`src/rtl/icache_dm_burst.sv`:
```
// Direct-mapped instruction cache with burst line refill from a fixed-latency ROM.
// Hits respond one cycle after acceptance. Misses stall until the whole line is refilled.
module icache_dm_burst #(
   parameter int ADDR_W  = 8,
   parameter int DATA_W  = 32,
   parameter int LINES   = 16,
   parameter int WORDS   = 4,
   parameter int ROM_LAT = 1,
   parameter int CNT_W   = 16
) (
   input  logic              iCLK,
   input  logic              iRST,
   input  logic              req_valid,
   input  logic [ADDR_W-1:0] req_addr,
   output logic              req_ready,
   input  logic              flush,
   output logic              resp_valid,
   output logic [DATA_W-1:0] resp_data,
   output logic              rom_rd,
   output logic [ADDR_W-1:0] rom_addr,
   input  logic [DATA_W-1:0] rom_result,
   output logic [CNT_W-1:0]  hit_cnt,
   output logic [CNT_W-1:0]  miss_cnt,
   output logic [1:0]        dbg_state
);

   localparam int OFF_W = $clog2(WORDS);
   localparam int IDX_W = $clog2(LINES);
   localparam int TAG_W = ADDR_W - OFF_W - IDX_W;
   localparam int CW    = (WORDS > 1) ? OFF_W : 1;
   localparam int DEPTH = LINES * WORDS;
   localparam int DA_W  = $clog2(DEPTH);

   typedef enum logic [1:0] {S_IDLE = 2'd0, S_REFILL = 2'd1, S_RESP = 2'd2} state_t;

   state_t              state_q, state_d;
   logic [LINES-1:0]    valid_q;
   logic [TAG_W-1:0]    tag_mem  [LINES];
   logic [DATA_W-1:0]   data_mem [DEPTH];
   logic [ADDR_W-1:0]   r_addr;
   logic [CW-1:0]       issue_cnt, cap_cnt;
   logic [ROM_LAT-1:0]  cap_pipe;

   logic [CW-1:0]       req_off, r_off;
   logic [IDX_W-1:0]    req_idx, r_idx;
   logic [TAG_W-1:0]    req_tag, r_tag;
   logic                lookup_hit, hit_acc, miss_acc, cap_now, last_issue, last_cap;

   function automatic logic [DA_W-1:0] mem_addr(input logic [IDX_W-1:0] idx,
                                                input logic [CW-1:0] off);
      return DA_W'(idx) * DA_W'(WORDS) + DA_W'(off);
   endfunction

   assign req_off = CW'(req_addr & ADDR_W'(WORDS - 1));
   assign req_idx = IDX_W'(req_addr >> OFF_W);
   assign req_tag = TAG_W'(req_addr >> (OFF_W + IDX_W));
   assign r_off   = CW'(r_addr & ADDR_W'(WORDS - 1));
   assign r_idx   = IDX_W'(r_addr >> OFF_W);
   assign r_tag   = TAG_W'(r_addr >> (OFF_W + IDX_W));

   // Request handshake: a request transfers in any cycle where req_valid && req_ready.
   // There is no response backpressure. A transfer yields exactly one resp_valid pulse, in order.
   assign lookup_hit = valid_q[req_idx] && (tag_mem[req_idx] == req_tag);
   assign hit_acc    = req_valid && req_ready && lookup_hit;
   assign miss_acc   = req_valid && req_ready && !lookup_hit;
   assign cap_now    = (state_q == S_REFILL) && cap_pipe[ROM_LAT-1];
   assign last_issue = (issue_cnt == CW'(WORDS - 1));
   assign last_cap   = cap_now && (cap_cnt == CW'(WORDS - 1));

   always_ff @(posedge iCLK) begin
      if (iRST) state_q <= S_IDLE;
      else      state_q <= state_d;
   end

   always_comb begin
      state_d = state_q;
      case (state_q)
         S_IDLE:   if (miss_acc) state_d = S_REFILL;
         S_REFILL: if (last_cap) state_d = S_RESP;
         S_RESP:   state_d = S_IDLE;
         default:  state_d = S_IDLE;
      endcase
   end

   always_comb begin
      req_ready = (state_q == S_IDLE) && !flush && !iRST;
      dbg_state = state_q;
   end

   // cap_pipe delays each issue strobe by ROM_LAT, marking cycles where rom_result is valid.
   always_ff @(posedge iCLK) begin
      if (iRST) begin
         valid_q    <= '0;
         resp_valid <= 1'b0;
         resp_data  <= '0;
         rom_rd     <= 1'b0;
         rom_addr   <= '0;
         hit_cnt    <= '0;
         miss_cnt   <= '0;
         r_addr     <= '0;
         issue_cnt  <= '0;
         cap_cnt    <= '0;
         cap_pipe   <= '0;
      end else begin
         resp_valid  <= 1'b0;
         cap_pipe[0] <= rom_rd;
         for (int i = 1; i < ROM_LAT; i++) cap_pipe[i] <= cap_pipe[i-1];

         if ((state_q == S_IDLE) && flush) valid_q <= '0;

         if (hit_acc) begin
            resp_valid <= 1'b1;
            resp_data  <= data_mem[mem_addr(req_idx, req_off)];
            hit_cnt    <= hit_cnt + CNT_W'(1);
         end

         if (miss_acc) begin
            miss_cnt  <= miss_cnt + CNT_W'(1);
            r_addr    <= req_addr;
            rom_rd    <= 1'b1;
            rom_addr  <= req_addr & ~ADDR_W'(WORDS - 1);
            issue_cnt <= '0;
            cap_cnt   <= '0;
         end

         if ((state_q == S_REFILL) && rom_rd) begin
            if (last_issue) begin
               rom_rd <= 1'b0;
            end else begin
               rom_addr  <= rom_addr + ADDR_W'(1);
               issue_cnt <= issue_cnt + CW'(1);
            end
         end

         if (cap_now) cap_cnt <= cap_cnt + CW'(1);

         // The last word arrives this cycle and has not yet reached data_mem.
         if (last_cap) begin
            valid_q[r_idx] <= 1'b1;
            resp_valid     <= 1'b1;
            resp_data      <= (r_off == CW'(WORDS - 1)) ? rom_result
                                                         : data_mem[mem_addr(r_idx, r_off)];
         end
      end
   end

   always_ff @(posedge iCLK) begin
      if (cap_now) data_mem[mem_addr(r_idx, cap_cnt)] <= rom_result;
      if (last_cap) tag_mem[r_idx] <= r_tag;
   end

endmodule
```
`config.mk`:
```
export PLATFORM = sky130hd
export DESIGN_NAME = icache_dm_burst
export DESIGN_NICKNAME = d
export VERILOG_FILES = /design/src/rtl/icache_dm_burst.sv
export SDC_FILE = /design/constraint.sdc
export NUM_CORES = 2
export LEC_CHECK = 0
export CAP_MARGIN = 10
export CELL_PAD_IN_SITES_DETAIL_PLACEMENT = 1
export CELL_PAD_IN_SITES_GLOBAL_PLACEMENT = 1
export CORE_AREA = 5 5 467 469
export CTS_BUF_LIST = sky130_fd_sc_hd__clkbuf_4 sky130_fd_sc_hd__clkbuf_8
export DETAILED_ROUTE_END_ITERATION = 8
export DIE_AREA = 0 0 472 474
export PLACE_DENSITY = 0.74
export SYNTH_ARGS = -nofsm -noshare
export SYNTH_HDL_FRONTEND = slang
export SYNTH_SLANG_ARGS = --single-unit
```
`constraint.sdc`:
```
create_clock -name iCLK -period 10.9 [get_ports iCLK]
set_input_delay 1.09 -clock iCLK [delete_from_list [all_inputs] [get_ports iCLK]]
set_output_delay 1.09 -clock iCLK [all_outputs]
set_load 0.05 [all_outputs]
```
Yosys cells after proc, flatten, opt, wreduce, memory -nomap -nowiden
Memory sizes are Yosys's and may differ from the RTL's.
Cells that the tools add are included.
Cells by class
  add/sub/neg operators: 8
  multiply operators: 0
  div/mod/pow operators: 0
  order comparisons: 3
  equality and inequality tests: 7
  shifts and indexed selects: 0
  multiplexer cells: 30
  bitwise operators: 1
  reductions and logical operators: 18
Operators with widths (number)
  $mux W32: 3
  $mux W16: 3
  $add A16 B1 Y16 const B: 2
  $mux W8: 3
  $add A6 B2 Y6: 3
  $or A16 B16 Y16: 1
  $mux W2: 7
  $logic_and A1 B1 Y1: 11
  $mux W1: 11
  $lt A4 B5 Y1 const B: 2
  $add A8 B1 Y8 const B: 1
  $eq A2 B2 Y1 const B: 3
  $add A2 B1 Y2 const B: 2
  $bmux W1 S4: 1
  $demux W1 S4: 1
  $ge A4 B1 Y1 const B: 1
  $ne A2 B2 Y1 const B: 2
  $pmux W2 S2: 1
  $reduce_bool A2 Y1: 2
  $logic_not A1 Y1: 3
  $eq A2 B1 Y1 const B: 1
  $eq A2 B2 Y1: 1
  $logic_not A2 Y1: 1
  $reduce_and A2 Y1: 1
Storage, ports and cells
  register bits: 105
  bits in latches: 0
  RAM bits: 2080
  memory bits (read-only): 0
  bits of input ports: 44
  output and inout port bits: 77
  logic and storage cells: 81
  memories kept: 2
Memories
  data_mem: depth 64, bits a word 32, rd ports 2, clocked after memory_dff 0, write ports 1, line 39  | logic [DATA_W-1:0] data_mem [DEPTH];
  tag_mem: depth 16, bits a word 2, rd ports 1, clocked after memory_dff 0, write ports 1, line 38  | logic [TAG_W-1:0] tag_mem [LINES];

Longest topological paths before layout
  depth after elaboration: 8
  gate-level depth with buffers: 13
  mapped depth without buffers: 8

Worst setup path before layout
Ideal clock, no wire load.
  path type: input to register
  start point: in iRST
  end point: reg hit_cnt[1]
  setup time: 0.128 ns
  arrival time: 4.193 ns
  required time: 10.772 ns
  setup slack: 6.579 ns
  stages: 8
  path buffers: 3
  cell sequence: clkbuf_1 nor4_1 nand2_1 nor4_4 buf_2 buf_2 mux2i_1 nor2_1
Between the ends
  word-level cells in the longest chain between the ends: 4
Ends and longest elaborated chain
  start: declaration: line 12  | input logic iRST,
  $logic_not A1 Y1: line 86  | req_ready = (state_q == S_IDLE) && !flush && !iRST;
  $logic_and A1 B1 Y1: line 86
  named net req_ready: line 15  | output logic req_ready,
  $logic_and A1 B1 Y1 (2 in series): line 64  | assign hit_acc = req_valid && req_ready && lookup_hit;
  end signal: assignment: line 114  | hit_cnt <= hit_cnt + CNT_W'(1);
  end: declaration: line 22  | output logic [CNT_W-1:0] hit_cnt,
The timed path passes the listed nets, and every way through them passes these cells.
A chain may end at the register's enable or synchronous reset.

Worst setup path after layout
  start point: reg r_addr[5]
  end point: mem data_mem[35][7], enable pin
Between the ends
  word-level cells in the longest chain between the ends: 1
Ends and longest elaborated chain
  start: declaration: line 40  | logic [ADDR_W-1:0] r_addr;
  start signal: assignment: line 119  | r_addr <= req_addr;
  $add A6 B2 Y6: line 51  | return DA_W'(idx) * DA_W'(WORDS) + DA_W'(off);
  end: declaration: line 39
No other way between the ends.

==> run_results.csv <==
group,metric,value,unit
global_route,antenna_found_initial,27,
routing,vias_per_cell,7.39,
power,irDropWorstVdd,0.134,mV
cells_and_area,fin_util,0.524,
power,p_int,13.5,mW
worst_setup_path,critPathLaunchType,"flop",
synthesis,synthesis.area,0.0997,sq mm
die,num_io_pins,121,
timing,min_period,5.03,ns
clocking,clock_path_buffers,4,
worst_setup_path,path_cells,"buf_4, buf_4, nor2b_4, buf_4, nand2_1, nor2_4, buf_4",
synthesis,yosysUniqueCellTypes,72,
power,switching_share,0.235,
routing,vias,63010,
clocking,clk_pin_slew,0.06,ns
global_route,grt_pass1_wl,515,mm
power,leakage,34.2,nW
synthesis,syn-num-nets,5147,
die,die_area,0.224,sq mm
die,fp.dieW,472,um
synthesis,ys_ff_latch,2185,
clocking,root_buffer,"clkbuf_8",
cells_and_area,mostFrequentLayoutCell,"edfxtp_1",
clocking,clkLatencyLatePin,1.09,ns
clocking,cts_resized,0,
routing,drtIter0Drc,10542,
synthesis,synth_mux_area_frac,0.259,
synthesis,synth_edf_count,2080,
synthesis,ys.warnings.count,0,
worst_setup_path,critPathMaxFanout,18,
synthesis,ys_seq_area_frac,0.648,
timing,tightest_slew,1.51,ns
synthesis,synth_flop_cell,"edfxtp_1",
power,p_comb_frac,0.063,
cells_and_area,drive_above_1_share,0.362,
global_route,grt_use_total,0.332,
placement,gp_congestion,0.870,
run_status,violations,"capacitance limit, slew limit",
die,start_util,0.467,
routing,drt-total-wl,374,mm
worst_setup_path,cp-end-kind,"flop",
worst_setup_path,path_common_cell,"buf_4",
clocking,numCtsBuffers,374,
clocking,cts.htree.levels,5,
synthesis,synthAdderAreaFrac,0.000628,
die,core,0.214,sq mm
routing,drc,0,
global_route,overflow,0,
routing,dr.pass1.iters,6,
cells_and_area,final_net_count,5445,
timing,fmax,0.199,GHz
synthesis,syn_inst,5098,
run,maxCapViolCount,1,
worst_setup_path,worstPathRequired,11.56,ns
timing,min_period_over_period,0.462,
routing,wl_per_cell,43.8,um
power,power.switching,4.14,mW
cells_and_area,synthToLayoutAreaGrowth,12.2,%
worst_setup_path,cp_slowest_cell,"nor2_4",
global_route,grt_max_degree,108,
timing,hold_violations,0,
worst_hold_path,hold_class,"input pin to flop",
timing,maxSlewViolCount,11,
routing,ant_nets,0,
die,die_height,474,um
worst_setup_path,arrival,5.70,ns
placement,numPortBuffers,120,
worst_setup_path,worstSetupPathType,"flop to flop",
clocking,cts_sinks,2185,
timing,rsz0062_at_grt,"false",
cells_and_area,final_cell_mix,"2080 x edfxtp_1, 1091 x mux4_2, 393 x clkbuf_8",
clocking,cts_tree,"yes",
timing,slew_headroom,-0.0104,
global_route,grt_pass1_vias,63187,
synthesis,synthSimpleGateAreaFrac,0.0310,
synthesis,avgSynthCellArea,19.6,sq um
clocking,hold_buffers,0,
run_status,outcome,"finished, violations left",
synthesis,synth-xor-area-share,0.00246,
synthesis,synth_top_family_by_area,"multiplexers",
die,placementRows,170,
synthesis,async_reset_ff_frac,0,
worst_setup_path,cpPeakStageDelay,1.08,ns
power,power.density,157,mW/mm^2
timing,setup_tns,0,ns
power,seqPwrFrac,0.523,
synthesis,synth_compound_area_frac,0.0402,
timing,finalSetupViolations,0,
clocking,cts_setup_buffers,0,
power,clockPowerShare,0.414,
placement,dpl.hpwl,215,mm
timing,finalClockSkew,0.0873,ns
-- cell families after synthesis --
kind of cell / count (synthesis)
flip-flops: 2185
adder cells (fa/ha/maj): 5
AND/OR/NAND/NOR: 676
XOR/XNOR: 28
buffers and inverters: 412
AO/OA/AOI/OAI: 577
multiplexers: 1215
-- layer usage --
layer,vias up,global-route usage,wire (um)
met5,-,0,50
met4,8,0.192,25800
met3,1329,0.125,58300
met2,6058,0.485,164000
met1,32916,0.429,126000
li1,22699,-,-
-- sequential cells by signal, summed over array words and instances (netlist names) --
signal and count:
resp_data 32, miss_cnt 16, rom_addr 8, cap_pipe 1
cap_cnt 2, r_addr 8, data_mem 2048, hit_cnt 16
valid_q 16, resp_valid 1, issue_cnt 2, tag_mem 32
rom_rd 1, dbg_state 2
-- cell usage after synthesis (38+ instances only) --
cell / n / area (sq um)
a221oi_1: 38 / 333
mux4_2: 1091 / 24600
nand3_1: 66 / 330
a22oi_1: 95 / 713
mux2i_1: 99 / 991
nor3_1: 47 / 235
buf_2: 153 / 766
a21oi_1: 126 / 631
dfxtp_1: 105 / 2100
buf_1: 47 / 176
edfxtp_1: 2080 / 62500
nand2_1: 208 / 781
nor2_1: 213 / 800
o21ai_0: 63 / 315
o22ai_1: 38 / 238
clkbuf_1: 164 / 616
-- power groups by stage --
stage / logic [mW] / clock network (mW) / registers (mW)
detailed placement: 1.08 / 0 / 9.38
finish: 1.11 / 7.28 / 9.20
CTS: 1.09 / 7.31 / 9.20
floorplan: 0.648 / 0 / 9.38
global route: 1.14 / 7.74 / 9.20
global placement: 1.06 / 0 / 9.38
-- worst max-delay path: cells and delay by family (launching register included) --
kind / cells / cell delay (ns)
and+or+nand+nor: 3 / 2.20
buffers and inverters: 4 / 1.93
DFF: 1 / 0.31
-- path summary, 6_finish.rpt --
kind,cells after the start,from,slack [ns],endpoint
max,7,r_addr[5],5.87,data_mem[35][7]
min,3,req_addr[5],0.40,r_addr[5]
max reg2reg,7,r_addr[5],5.87,data_mem[35][7]
min reg2reg,2,issue_cnt[0],0.49,issue_cnt[0]
-- layout make-up --
| class | count | area (sq um) |
|---|---|---|
| fillers | 19120 | 102000 |
| flip-flops and latches | 2185 | 64600 |
| well taps | 2838 | 3550 |
| clock inverters | 125 | 648 |
| multi-input cells | 2501 | 33900 |
| diodes | 22 | 55.1 |
| repair buffers | 322 | 2690 |
| clock buffers | 527 | 6410 |
| inverters | 12 | 55.1 |
-- per-stage QoR --
step                area (sq um)  hold slack, ns  setup WS [ns]  power (mW)  std cells
finish                    112000           0.400           5.87        17.6       8532
global route              112000           0.373           6.03        18.1       8512
CTS                       112000           0.328           6.14        17.6       8510
detailed placement        105000           0.476           5.10        10.5       7858
global placement          105000           0.458           5.18        10.4       7857
floorplan                  99700           0.451           6.58        10.0       5098
No activity file was read; power rests on OpenSTA's default activity.
